**src/rtl/prog_loader_pkg.sv**
```systemverilog
// Shared types and constants for the boot-time program loader and the
// fetch/decode datapath that reads the memory it fills.
package loader_pkg;

    localparam int WORD_W = 16;
    localparam logic [7:0] HDR_DEFAULT = 8'hA5;

    typedef enum logic [2:0] {
        IDLE,
        CNT_H,
        CNT_L,
        DAT_H,
        DAT_L,
        CSUM,
        DONE,
        ERR
    } state_t;

    // Running 8-bit checksum, wraps mod 256.
    function automatic logic [7:0] csum_add(input logic [7:0] acc, input logic [7:0] b);
        return acc + b;
    endfunction

endpackage

```
**src/rtl/prog_loader.sv**
```systemverilog
// Boot-time program loader: framed byte stream -> big-endian 16-bit words in
// instruction memory from address 0. Define PROG_LOADER_CSUM_EN for the trailing checksum byte.
module prog_loader
    import loader_pkg::*;
#(
    parameter int         ADDR_W = 12,
    parameter logic [7:0] HDR    = HDR_DEFAULT
) (
    input  logic              clk,
    input  logic              rst_n,
    input  logic [7:0]        rx_data,
    input  logic              rx_valid,
    output logic              rx_ready,
    output logic              imem_we,
    output logic [ADDR_W-1:0] imem_addr,
    output logic [WORD_W-1:0] imem_wdata,
    output logic              cpu_hold,
    output logic              done,
    output logic              err,
    output logic [ADDR_W:0]   words_loaded
);

    // Largest legal word count is the full memory depth.
    localparam logic [16:0] MAX_N = 17'(1) << ADDR_W;

    state_t            state;
    logic [7:0]        cnt_hi;
    logic [7:0]        dat_hi;
    logic [15:0]       n_words;
    logic [ADDR_W-1:0] addr;
`ifdef PROG_LOADER_CSUM_EN
    logic [7:0]        csum;
`endif

    logic        accept;
    logic [15:0] n_next;
    logic [16:0] wl_next;
    logic        last_word;

    assign accept    = rx_valid && rx_ready;
    assign n_next    = {cnt_hi, rx_data};
    assign wl_next   = 17'(words_loaded) + 17'd1;
    assign last_word = (wl_next == {1'b0, n_words});

    // Byte holding registers carry no reset; they are only read after being written.
    always_ff @(posedge clk) begin
        if (accept) begin
            if (state == CNT_H) cnt_hi <= rx_data;
            if (state == CNT_L) n_words <= n_next;
            if (state == DAT_H) dat_hi <= rx_data;
        end
    end

    always_ff @(posedge clk) begin
        if (!rst_n) begin
            state        <= IDLE;
            rx_ready     <= 1'b0;
            imem_we      <= 1'b0;
            imem_addr    <= '0;
            imem_wdata   <= '0;
            cpu_hold     <= 1'b1;
            done         <= 1'b0;
            err          <= 1'b0;
            words_loaded <= '0;
            addr         <= '0;
`ifdef PROG_LOADER_CSUM_EN
            csum         <= '0;
`endif
        end else begin
            rx_ready <= 1'b1;
            imem_we  <= 1'b0;
            if (accept) begin
                case (state)
                    IDLE, DONE, ERR: begin
                        // A header restarts a load from any resting state.
                        if (rx_data == HDR) begin
                            state        <= CNT_H;
                            cpu_hold     <= 1'b1;
                            done         <= 1'b0;
                            err          <= 1'b0;
                            words_loaded <= '0;
                            addr         <= '0;
`ifdef PROG_LOADER_CSUM_EN
                            csum         <= '0;
`endif
                        end
                    end
                    CNT_H: begin
                        state <= CNT_L;
`ifdef PROG_LOADER_CSUM_EN
                        csum  <= csum_add(csum, rx_data);
`endif
                    end
                    CNT_L: begin
`ifdef PROG_LOADER_CSUM_EN
                        csum <= csum_add(csum, rx_data);
`endif
                        if ({1'b0, n_next} > MAX_N) begin
                            state <= ERR;
                            err   <= 1'b1;
                        end else if (n_next == 16'd0) begin
`ifdef PROG_LOADER_CSUM_EN
                            state <= CSUM;
`else
                            state    <= DONE;
                            done     <= 1'b1;
                            cpu_hold <= 1'b0;
`endif
                        end else begin
                            state <= DAT_H;
                        end
                    end
                    DAT_H: begin
                        state <= DAT_L;
`ifdef PROG_LOADER_CSUM_EN
                        csum  <= csum_add(csum, rx_data);
`endif
                    end
                    DAT_L: begin
                        imem_we      <= 1'b1;
                        imem_addr    <= addr;
                        imem_wdata   <= {dat_hi, rx_data};
                        addr         <= addr + 1'b1;
                        words_loaded <= wl_next[ADDR_W:0];
`ifdef PROG_LOADER_CSUM_EN
                        csum         <= csum_add(csum, rx_data);
`endif
                        if (last_word) begin
`ifdef PROG_LOADER_CSUM_EN
                            state <= CSUM;
`else
                            // Final write and hold release land in the same cycle.
                            state    <= DONE;
                            done     <= 1'b1;
                            cpu_hold <= 1'b0;
`endif
                        end else begin
                            state <= DAT_H;
                        end
                    end
`ifdef PROG_LOADER_CSUM_EN
                    CSUM: begin
                        if (rx_data == csum) begin
                            state    <= DONE;
                            done     <= 1'b1;
                            cpu_hold <= 1'b0;
                        end else begin
                            state <= ERR;
                            err   <= 1'b1;
                        end
                    end
`endif
                    default: state <= IDLE;
                endcase
            end
        end
    end

endmodule

```
**config.mk**
```make
export PLATFORM = sky130hd
export DESIGN_NAME = prog_loader
export DESIGN_NICKNAME = d
export VERILOG_FILES = /design/src/rtl/prog_loader_pkg.sv /design/src/rtl/prog_loader.sv
export SDC_FILE = /design/constraint.sdc
export NUM_CORES = 1
export LEC_CHECK = 0
export CAP_MARGIN = 15
export CORE_MARGIN = 10
export CORE_UTILIZATION = 50
export CTS_BUF_LIST = sky130_fd_sc_hd__clkbuf_8
export CTS_CLUSTER_DIAMETER = 120
export CTS_CLUSTER_SIZE = 10
export DETAILED_ROUTE_END_ITERATION = 10
export HOLD_SLACK_MARGIN = 0.02
export PLACE_DENSITY = 0.84
export SLEW_MARGIN = 25
export SYNTH_ARGS = -nofsm -noshare
export SYNTH_HDL_FRONTEND = slang
export SYNTH_SLANG_ARGS = --single-unit
```
**constraint.sdc**
```tcl
create_clock -name clk -period 8.65 [get_ports clk]
set_input_delay 1.73 -clock clk [delete_from_list [all_inputs] [get_ports clk]]
set_output_delay 1.73 -clock clk [all_outputs]
set_load 0.05 [all_outputs]
```
==> results of run 1 <==
through the flow:
step           total power, W    util  hold WS, ps  cells  instance area [µm²]
2_1_floorplan       0.0004984       -        417.4    451                 4280
3_3_place_gp        0.0005132  0.5876        432.4    587                 4852
3_5_place_dp        0.0005149  0.5876        433.9    587                 4852
4_1_cts             0.0008197  0.6136        457.0    603                 5067
5_1_grt             0.0008397  0.6145        478.6    603                 5075
6_report            0.0008148  0.6145        453.6    603                 5075
kinds of logic after synthesis:
family	count (synthesis)	synth area share
AO/OA/AOI/OAI	110	0.1728
XOR/XNOR	13	0.02660
adder cells (fa/ha/maj)	2	0.005845
buffers and inverters	32	0.04238
flip-flops	93	0.5098
multiplexers	1	0.002339
AND/OR/NAND/NOR	200	0.2403
worst max-delay path, cell delays in order:
cell and delay, ps:
clkdlybuf4s50_1 520, nor4_4 380, and2_1 230, nand3_1 120, a21oi_2 560, o21ai_0 190, a22oi_1 220, nor2b_1 70
sequential cells by signal, indices dropped and copies added (netlist names):
name / cells
done: 1
dat_hi: 8
addr: 12
cpu_hold: 1
words_loaded: 13
imem_we: 1
imem_addr: 12
n_words: 16
err: 1
rx_ready: 1
cnt_hi: 8
state: 3
imem_wdata: 16
routing by layer:
metal  wire length [µm]  share of wire  vias to the layer above
met5                  0              0                        -
met3                905          0.091                       17
met4                218          0.022                        0
met2               4713           0.47                      141
met1               4159           0.42                     1637
li1                   -              -                     1693
cell usage in the layout (no fill, tap or decap), drive strengths merged, types with 8 or more instances in the layout:
cell type | Yosys | routed
a21boi | 30 | 30
a21oi | 18 | 18
and2 | 8 | 8
and3 | 8 | 8
clkbuf | 17 | 9
clkdlybuf4s50 | 0 | 56
dfxtp | 61 | 61
edfxtp | 32 | 32
nand2 | 90 | 90
nand3 | 14 | 14
nor2 | 19 | 19
nor2b | 14 | 14
nor3 | 12 | 12
nor4 | 8 | 8
o21ai | 29 | 29
xnor2 | 10 | 10
area by class of cell:
cell class / count / share of cell area
Sequential cell: 93 / 0.4300
Tap cell: 105 / 0.02589
Clock inverter: 7 / 0.01800
Timing Repair Buffer: 61 / 0.1179
Multi-Input combinational cell: 326 / 0.3824
Inverter: 2 / 0.001479
Clock buffer: 9 / 0.02441
power breakdown:
| group | switching [W] | leakage (nW) | internal [W] | total (W) |
|---|---|---|---|---|
| logic | 0.0000238 | 0.755 | 0.0000175 | 0.0000412 |
| clock network | 0.000169 | 0.105 | 0.000141 | 0.000310 |
| registers | 0.00000754 | 0.780 | 0.000456 | 0.000464 |
worst paths after layout:
| path | start | to | slack (ps) |
|---|---|---|---|
| setup / recovery | rx_data[1] | words_loaded[10] | 4890 |
| hold / removal | cnt_hi[7] | n_words[15] | 450 |
| setup reg to reg | words_loaded[0] | state[2] | 6180 |
| hold reg to reg | cnt_hi[7] | n_words[15] | 450 |
==> results.json, run 1 <==
{
  "clkSinkCount": 93,
  "fin_nets": 506,
  "antenna_found_initial": 0,
  "gr-total-overflow": 0,
  "netlist_area_um2": 4280,
  "maxCapViolations": 0,
  "cts_tree": "done",
  "vias_per_cell": 5.784,
  "chipWidth_um": 112.5,
  "gp_congestion": 0.8440,
  "synth.avg_cell_area_um2": 9.491,
  "pre_cts_slack_ps": 4487,
  "synth_edf_count": 32,
  "cts.repair.resized": 0,
  "worstPathArrival_ps": 4030,
  "cp.required_ps": 8910,
  "grt-busiest-layer": "met2",
  "rows": 33,
  "netlist_top_cells_area": "dfxtp_1 29%, edfxtp_1 22%, nand2_1 7.8%, a21boi_0 3.9%, o21ai_0 3.0%",
  "cts-buffers-inserted": 9,
  "htree_levels": 3,
  "hpwl_um": 6950,
  "drive_gt1_frac": 0.07430,
  "yosysWarnings": 0,
  "async_flop_share": 0,
  "use_met1": 0.1805,
  "clock-root-buffer": "clkbuf_8",
  "status": "finished clean",
  "synth_flop_cell": "dfxtp_1",
  "rsz0062_at_grt": "false",
  "grt_max_degree": 64,
  "clock_latency_ps": 370,
  "cts_max_path_buffers": 2,
  "slew_headroom": 0.5461,
  "syn_inst": 451,
  "grt_pass1_wl_um": 16350,
  "initial_core_util": 0.5183,
  "cp-start-kind": "input pin",
  "fmax_mhz": 265.7,
  "fin_crit_ps": 3764,
  "p_leak_nw": 1.641,
  "seqCellArea_um2": 2182,
  "die_h_um": 112.5,
  "tns_ps": 0,
  "post-route-period-util": 0.4351,
  "fin_ws_ps": 4886,
  "drv_slew": 0,
  "synth_cell_types": 60,
  "hold_viol_final": 0,
  "post_cts.repair.setup_buffers": 0,
  "yosys.area.top_type": "dfxtp_1",
  "hold_depth": 0,
  "initialDrtViolationCount": 187,
  "yosys-top-cells-count": "89 x nand2_1, 61 x dfxtp_1, 32 x edfxtp_1, 26 x o21ai_0, 22 x a21boi_0",
  "diodes": 0,
  "ys_seq_area_frac": 0.5098,
  "core_area_um2": 8258,
  "finalSetupViolCount": 0,
  "worst_pin_slew_ps": 674.7,
  "crit_path_end_kind": "flip-flop",
  "grt_pass1_vias": 3304,
  "wire_per_inst_um": 16.58,
  "synth_nets": 464,
  "peakVddDrop_mv": 0.1513,
  "crit_path_max_fanout": 14,
  "path_clk_slew_ps": 100,
  "use_met3": 0.05325,
  "ant_nets": 0,
  "grt_usage": 0.1547,
  "r2r_cells": 8,
  "ys_ff_latch": 93,
  "synth_top_area_share": 0.2853,
  "drc": 0,
  "path_class": "input pin to flip-flop",
  "fill_cells": 687,
  "area_growth_pct": 18.56,
  "p_per_area_nw_per_um2": 160.6,
  "dr.pass1.iters": 6,
  "fp.dieArea_um2": 12660,
  "vias": 3488,
  "skew_ps": 10.25,
  "num_io_pins": 57,
  "min_path_type": "flip-flop to flip-flop",
  "io_buffers": 56,
  "multi_input_area_um2": 1941,
  "yosysMostFrequentCell": "nand2_1",
  "use_met2": 0.2511,
  "wl_um": 9996,
  "holdBufCountCts": 0
}
No activity file was read; power rests on OpenSTA's default activity.
==> run 2, diff against run 1 <==
==> constraint.sdc (replaced) <==
create_clock -name clk -period 3.6 [get_ports clk]
set_input_delay 0.72 -clock clk [delete_from_list [all_inputs] [get_ports clk]]
set_output_delay 0.72 -clock clk [all_outputs]
set_load 0.05 [all_outputs]
==> results.json, run 2 (synthesized netlist as in run 1, its figures left out) <==
{
  "status": "finished clean",
  "min_path_type": "flip-flop to flip-flop",
  "p_clk_frac": 0.357,
  "layout_commonest_cell": "nand2_1",
  "crit_path_max_fanout": 5,
  "die_h_um": 112.5,
  "drv_slew": 0,
  "grt_pass1_vias": 3420,
  "p_per_area_nw_per_um2": 372.5,
  "hpwl_um": 7362,
  "clock_latency_ps": 370,
  "fin_crit_ps": 2595,
  "io_buffers": 56,
  "dpl.cell_count": 590,
  "peakVddDrop_mv": 0.2948,
  "hold_viol_final": 0,
  "internal-power_w": 0.001408,
  "hp-start": "cnt_hi[7]",
  "grt_max_degree": 51,
  "p_leak_nw": 1.648,
  "pwr-share-seq": 0.591,
  "wire_per_inst_um": 16.81,
  "drive_gt1_frac": 0.07984,
  "reg.largest.list": "imem_wdata: 16 flops, n_words: 16 flops, words_loaded: 13 flops",
  "initial_core_util": 0.5183,
  "clkSinkCount": 93,
  "num_io_pins": 57,
  "critPathMaxStageDelay_ps": 520,
  "most-common-layout-cells": "89 x nand2_1, 61 x dfxtp_1, 56 x clkdlybuf4s50_1, 32 x edfxtp_1, 26 x o21ai_0",
  "path_class": "input pin to flip-flop",
  "dr.pass1.iters": 4,
  "wl_um": 10190,
  "worstPathArrival_ps": 2860,
  "diodes": 0,
  "post-route-period-util": 0.7209,
  "switching_share": 0.2540,
  "rows": 33,
  "comb_power_share": 0.053,
  "fmax_mhz": 385.3,
  "stdcell_count": 606,
  "vias": 3512,
  "clock-root-buffer": "clkbuf_8",
  "post_cts.repair.setup_buffers": 0,
  "fin_util": 0.6135,
  "crit_path_end_kind": "flip-flop",
  "cp.required_ps": 3870,
  "cts_tree": "done",
  "gr-total-overflow": 0,
  "tns_ps": 0,
  "vias_per_cell": 5.795,
  "slew_headroom": 0.4650,
  "worst_pin_slew_ps": 795.1,
  "maxCapViolations": 0,
  "fin_nets": 509,
  "antenna_found_initial": 0,
  "grt_pass1_wl_um": 17200,
  "fp.dieArea_um2": 12660,
  "skew_ps": 12.12,
  "hold_depth": 0,
  "slowest_stage": "clkdlybuf4s50_1",
  "path_clk_slew_ps": 90,
  "cts.repair.resized": 0,
  "area_growth_pct": 18.36,
  "ant_nets": 0,
  "cp-startpoint": "rx_data[1]",
  "path_cells": "clkdlybuf4s50_1 -> nor4_4 -> nand3_2 -> nor4_2 -> nor2_1 -> nor4b_2 -> a41oi_2 -> o21a_1",
  "rsz0062_at_grt": "false",
  "drc": 0,
  "r2r_start": "words_loaded[0]",
  "initialDrtViolationCount": 198,
  "chipWidth_um": 112.5,
  "whs_endpoint": "n_words[15]",
  "cts_max_path_buffers": 2,
  "grt_usage": 0.1624,
  "htree_levels": 3,
  "r2r-end": "state[0]",
  "holdBufCountCts": 0,
  "core_area_um2": 8258,
  "power_switching_w": 0.0004793,
  "r2r_slack_ps": 1020,
  "gp_congestion": 0.8489,
  "cts-buffers-inserted": 9,
  "cp-start-kind": "input pin",
  "r2r_cells": 8,
  "finalSetupViolCount": 0
}
[run 2: layout make-up]
cell class	instances	area (µm²)
clock inverters	7	67.56
fillers	707	3192
repair buffers	64	620.6
inverters	2	7.507
well taps	105	131.4
multi-input cells	326	1933
clock buffers	9	123.9
flip-flops and latches	93	2182
[run 2: worst max-delay path by stage]
stage	to
3_5_place_dp	cpu_hold
3_3_place_gp	cpu_hold
6_report	cpu_hold
5_1_grt	words_loaded[2]
2_1_floorplan	n_words[0]
4_1_cts	state[0]
[run 2: through the flow]
| step | cell area, µm² | hold slack [ps] | power [W] | worst slack, ps |
|---|---|---|---|---|
| after floorplan | 4280 | 417.4 | 0.001198 | 313.1 |
| after global placement | 4875 | 426.6 | 0.001233 | 730.9 |
| after detailed placement | 4875 | 430.1 | 0.001238 | 624.3 |
| after CTS | 5066 | 453.0 | 0.001903 | 1009 |
| after global routing | 5066 | 471.1 | 0.001959 | 848.3 |
| final | 5066 | 451.8 | 0.001887 | 1005 |
[run 2: power groups by stage]
| stage | Clock, W | Combinational [W] | Sequential, W |
|---|---|---|---|
| final | 0.000673 | 0.0000992 | 0.00112 |
| after global routing | 0.000734 | 0.000108 | 0.00112 |
| after CTS | 0.000689 | 0.0000996 | 0.00111 |
| after detailed placement | 0 | 0.0000992 | 0.00114 |
| after global placement | 0 | 0.0000961 | 0.00114 |
| after floorplan | 0 | 0.0000610 | 0.00114 |
[run 2: routing by layer]
| metal | wire length (µm) | global-route usage |
|---|---|---|
| met4 | 208 | 0.05584 |
| met2 | 5001 | 0.2754 |
| met3 | 787 | 0.05431 |
| met1 | 4190 | 0.1873 |
| met5 | 0 | 0 |
[run 2: critical path: cells and delay by family]
family	cells	cell delay, ps
buf+inv	1	520
compound gates	2	320
simple gates	5	1300
==> run 3, diff against run 2 <==
--- a/config.mk
+++ b/config.mk
@@ -13,7 +13,7 @@
 export CTS_CLUSTER_SIZE = 10
 export DETAILED_ROUTE_END_ITERATION = 10
 export HOLD_SLACK_MARGIN = 0.02
-export PLACE_DENSITY = 0.84
+export PLACE_DENSITY = 0.86
 export SLEW_MARGIN = 25
 export SYNTH_ARGS = -nofsm -noshare
 export SYNTH_HDL_FRONTEND = slang
==> constraint.sdc (replaced) <==
create_clock -name clk -period 2.3 [get_ports clk]
set_input_delay 0.46 -clock clk [delete_from_list [all_inputs] [get_ports clk]]
set_output_delay 0.46 -clock clk [all_outputs]
set_load 0.05 [all_outputs]
==> results.json, run 3 (synthesized netlist as in run 1, its figures left out) <==
{
  "status": "finished clean",
  "slew_headroom": 0.6264,
  "most-common-layout-cells": "89 x nand2_1, 59 x dfxtp_1, 53 x clkdlybuf4s50_1, 32 x edfxtp_1, 30 x buf_4",
  "layout_commonest_cell": "nand2_1",
  "reg.largest.list": "imem_wdata: 16 flops, n_words: 16 flops, words_loaded: 13 flops",
  "hold_viol_final": 0,
  "cp-startpoint": "words_loaded[9]",
  "crit_path_end_kind": "primary output",
  "drc": 0,
  "clkSinkCount": 93,
  "p_clk_frac": 0.365,
  "cp_top_family": "buffers and inverters",
  "drive_gt1_frac": 0.1374,
  "p_per_area_nw_per_um2": 569.6,
  "io_buffers": 56,
  "path_clk_slew_ps": 100,
  "p_leak_nw": 1.812,
  "num_io_pins": 57,
  "path_buf_inv": 1,
  "crit_path_max_fanout": 8,
  "post-route-period-util": 0.9633,
  "rows": 33,
  "antenna_found_initial": 0,
  "min_path_type": "input pin to flip-flop",
  "gp_congestion": 0.9290,
  "grt_usage": 0.1682,
  "skew_ps": 7.778,
  "die_h_um": 112.5,
  "internal-power_w": 0.002306,
  "slowest_stage": "clkdlybuf4s50_1",
  "holdWs_ps": 392.9,
  "path_class": "flip-flop to primary output",
  "vias": 3653,
  "dr.pass1.iters": 7,
  "fin_util": 0.6439,
  "p_total_w": 0.003029,
  "cts-buffers-inserted": 9,
  "initialDrtViolationCount": 208,
  "finalSetupViolCount": 0,
  "fmax_mhz": 451.3,
  "rsz0062_at_grt": "false",
  "hpwl_um": 7455,
  "htree_levels": 3,
  "vias_per_cell": 5.808,
  "diodes": 0,
  "worstPathArrival_ps": 1760,
  "crit_end": "words_loaded[9]",
  "critPathMaxStageDelay_ps": 870,
  "cp-start-kind": "flip-flop",
  "comb_power_share": 0.059,
  "wire_per_inst_um": 17.09,
  "holdBufCountCts": 0,
  "grt_pass1_wl_um": 17730,
  "pwr-share-seq": 0.576,
  "pre_cts_slack_ps": -409.8,
  "clock-root-buffer": "clkbuf_8",
  "path_cells": "clkdlybuf4s50_1",
  "ant_nets": 0,
  "fin_ws_ps": 84.33,
  "r2r_cells": 9,
  "initial_core_util": 0.5183,
  "worst_pin_slew_ps": 558.6,
  "drv_slew": 0,
  "core_area_um2": 8258,
  "critical_path_depth": 1,
  "fin_nets": 532,
  "r2r_slack_ps": 110,
  "maxCapViolations": 0,
  "r2r_start": "words_loaded[0]",
  "fin_crit_ps": 2216,
  "power_switching_w": 0.0007228,
  "fp.dieArea_um2": 12660,
  "wl_um": 10750,
  "gr-total-overflow": 0,
  "r2r-end": "state[0]",
  "grt_pass1_vias": 3533,
  "cts_tree": "done",
  "area_growth_pct": 24.23,
  "cp.required_ps": 1840,
  "grt_max_degree": 51,
  "cts_max_path_buffers": 2,
  "peakVddDrop_mv": 0.4597,
  "switching_share": 0.2386,
  "clock_latency_ps": 360,
  "chipWidth_um": 112.5
}
[run 3: what timing repair did]
| item | CTS | global route |
|---|---|---|
| pin swaps | 0 | 7 |
| setup endpoints to repair | 2 | 11 |
| buffers inserted | 0 | 1 |
| gates resized for setup | 3 | 12 |
[run 3: final cells by class]
cell class	instances	area [µm²]
clock buffer	9	123.9
clock inverter	7	72.57
timing repair buffer	87	813.3
fill	653	2940
inverter	2	7.507
multi-input combinational	326	1984
sequential	93	2185
tap	105	131.4
[run 3: through the flow]
step           cell area [µm²]  cells  TNS (ps)
2_1_floorplan             4289    451     -3733
3_3_place_gp              5055    612     -2478
3_5_place_dp              5055    612     -4049
4_1_cts                   5270    628         0
5_1_grt                   5318    629         0
6_report                  5318    629         0
[run 3: how the worst min path moves through the flow]
stage / slack [ps] / endpoint / from / cells after the start
6_report: 390 / cnt_hi[2] / rx_data[2] / 1
3_3_place_gp: 420 / n_words[15] / cnt_hi[7] / 0
5_1_grt: 430 / cnt_hi[2] / rx_data[2] / 1
3_5_place_dp: 430 / n_words[15] / cnt_hi[7] / 0
4_1_cts: 450 / n_words[15] / cnt_hi[7] / 0
2_1_floorplan: 420 / n_words[13] / cnt_hi[5] / 0
[run 3: per-layer routing]
metal / wire length (µm) / part of all wire / vias up / GRT usage
met5: 0 / 0 / - / 0
met4: 253 / 0.024 / 0 / 0.07783
met3: 973 / 0.091 / 22 / 0.05378
met2: 5337 / 0.50 / 146 / 0.2735
met1: 4186 / 0.39 / 1743 / 0.1976
li1: - / - / 1742 / -
[run 3: worst reg2reg max path: stages (launching register included)]
cell and delay [ps]:
dfxtp_2 420, ha_2 290, nor3b_1 200, o21ai_0 120, o311ai_1 140, o21ai_0 180, nor4_2 320, buf_4 190
nand3_1 80, o21ba_1 180
[run 3: power by group through the flow]
stage	clock [W]	sequential (W)	combinational [W]
final	0.00111	0.00174	0.000177
after detailed placement	0	0.00178	0.000173
after global placement	0	0.00178	0.000168
after floorplan	0	0.00178	0.0000965
after global routing	0.00120	0.00175	0.000192
after CTS	0.00113	0.00174	0.000175
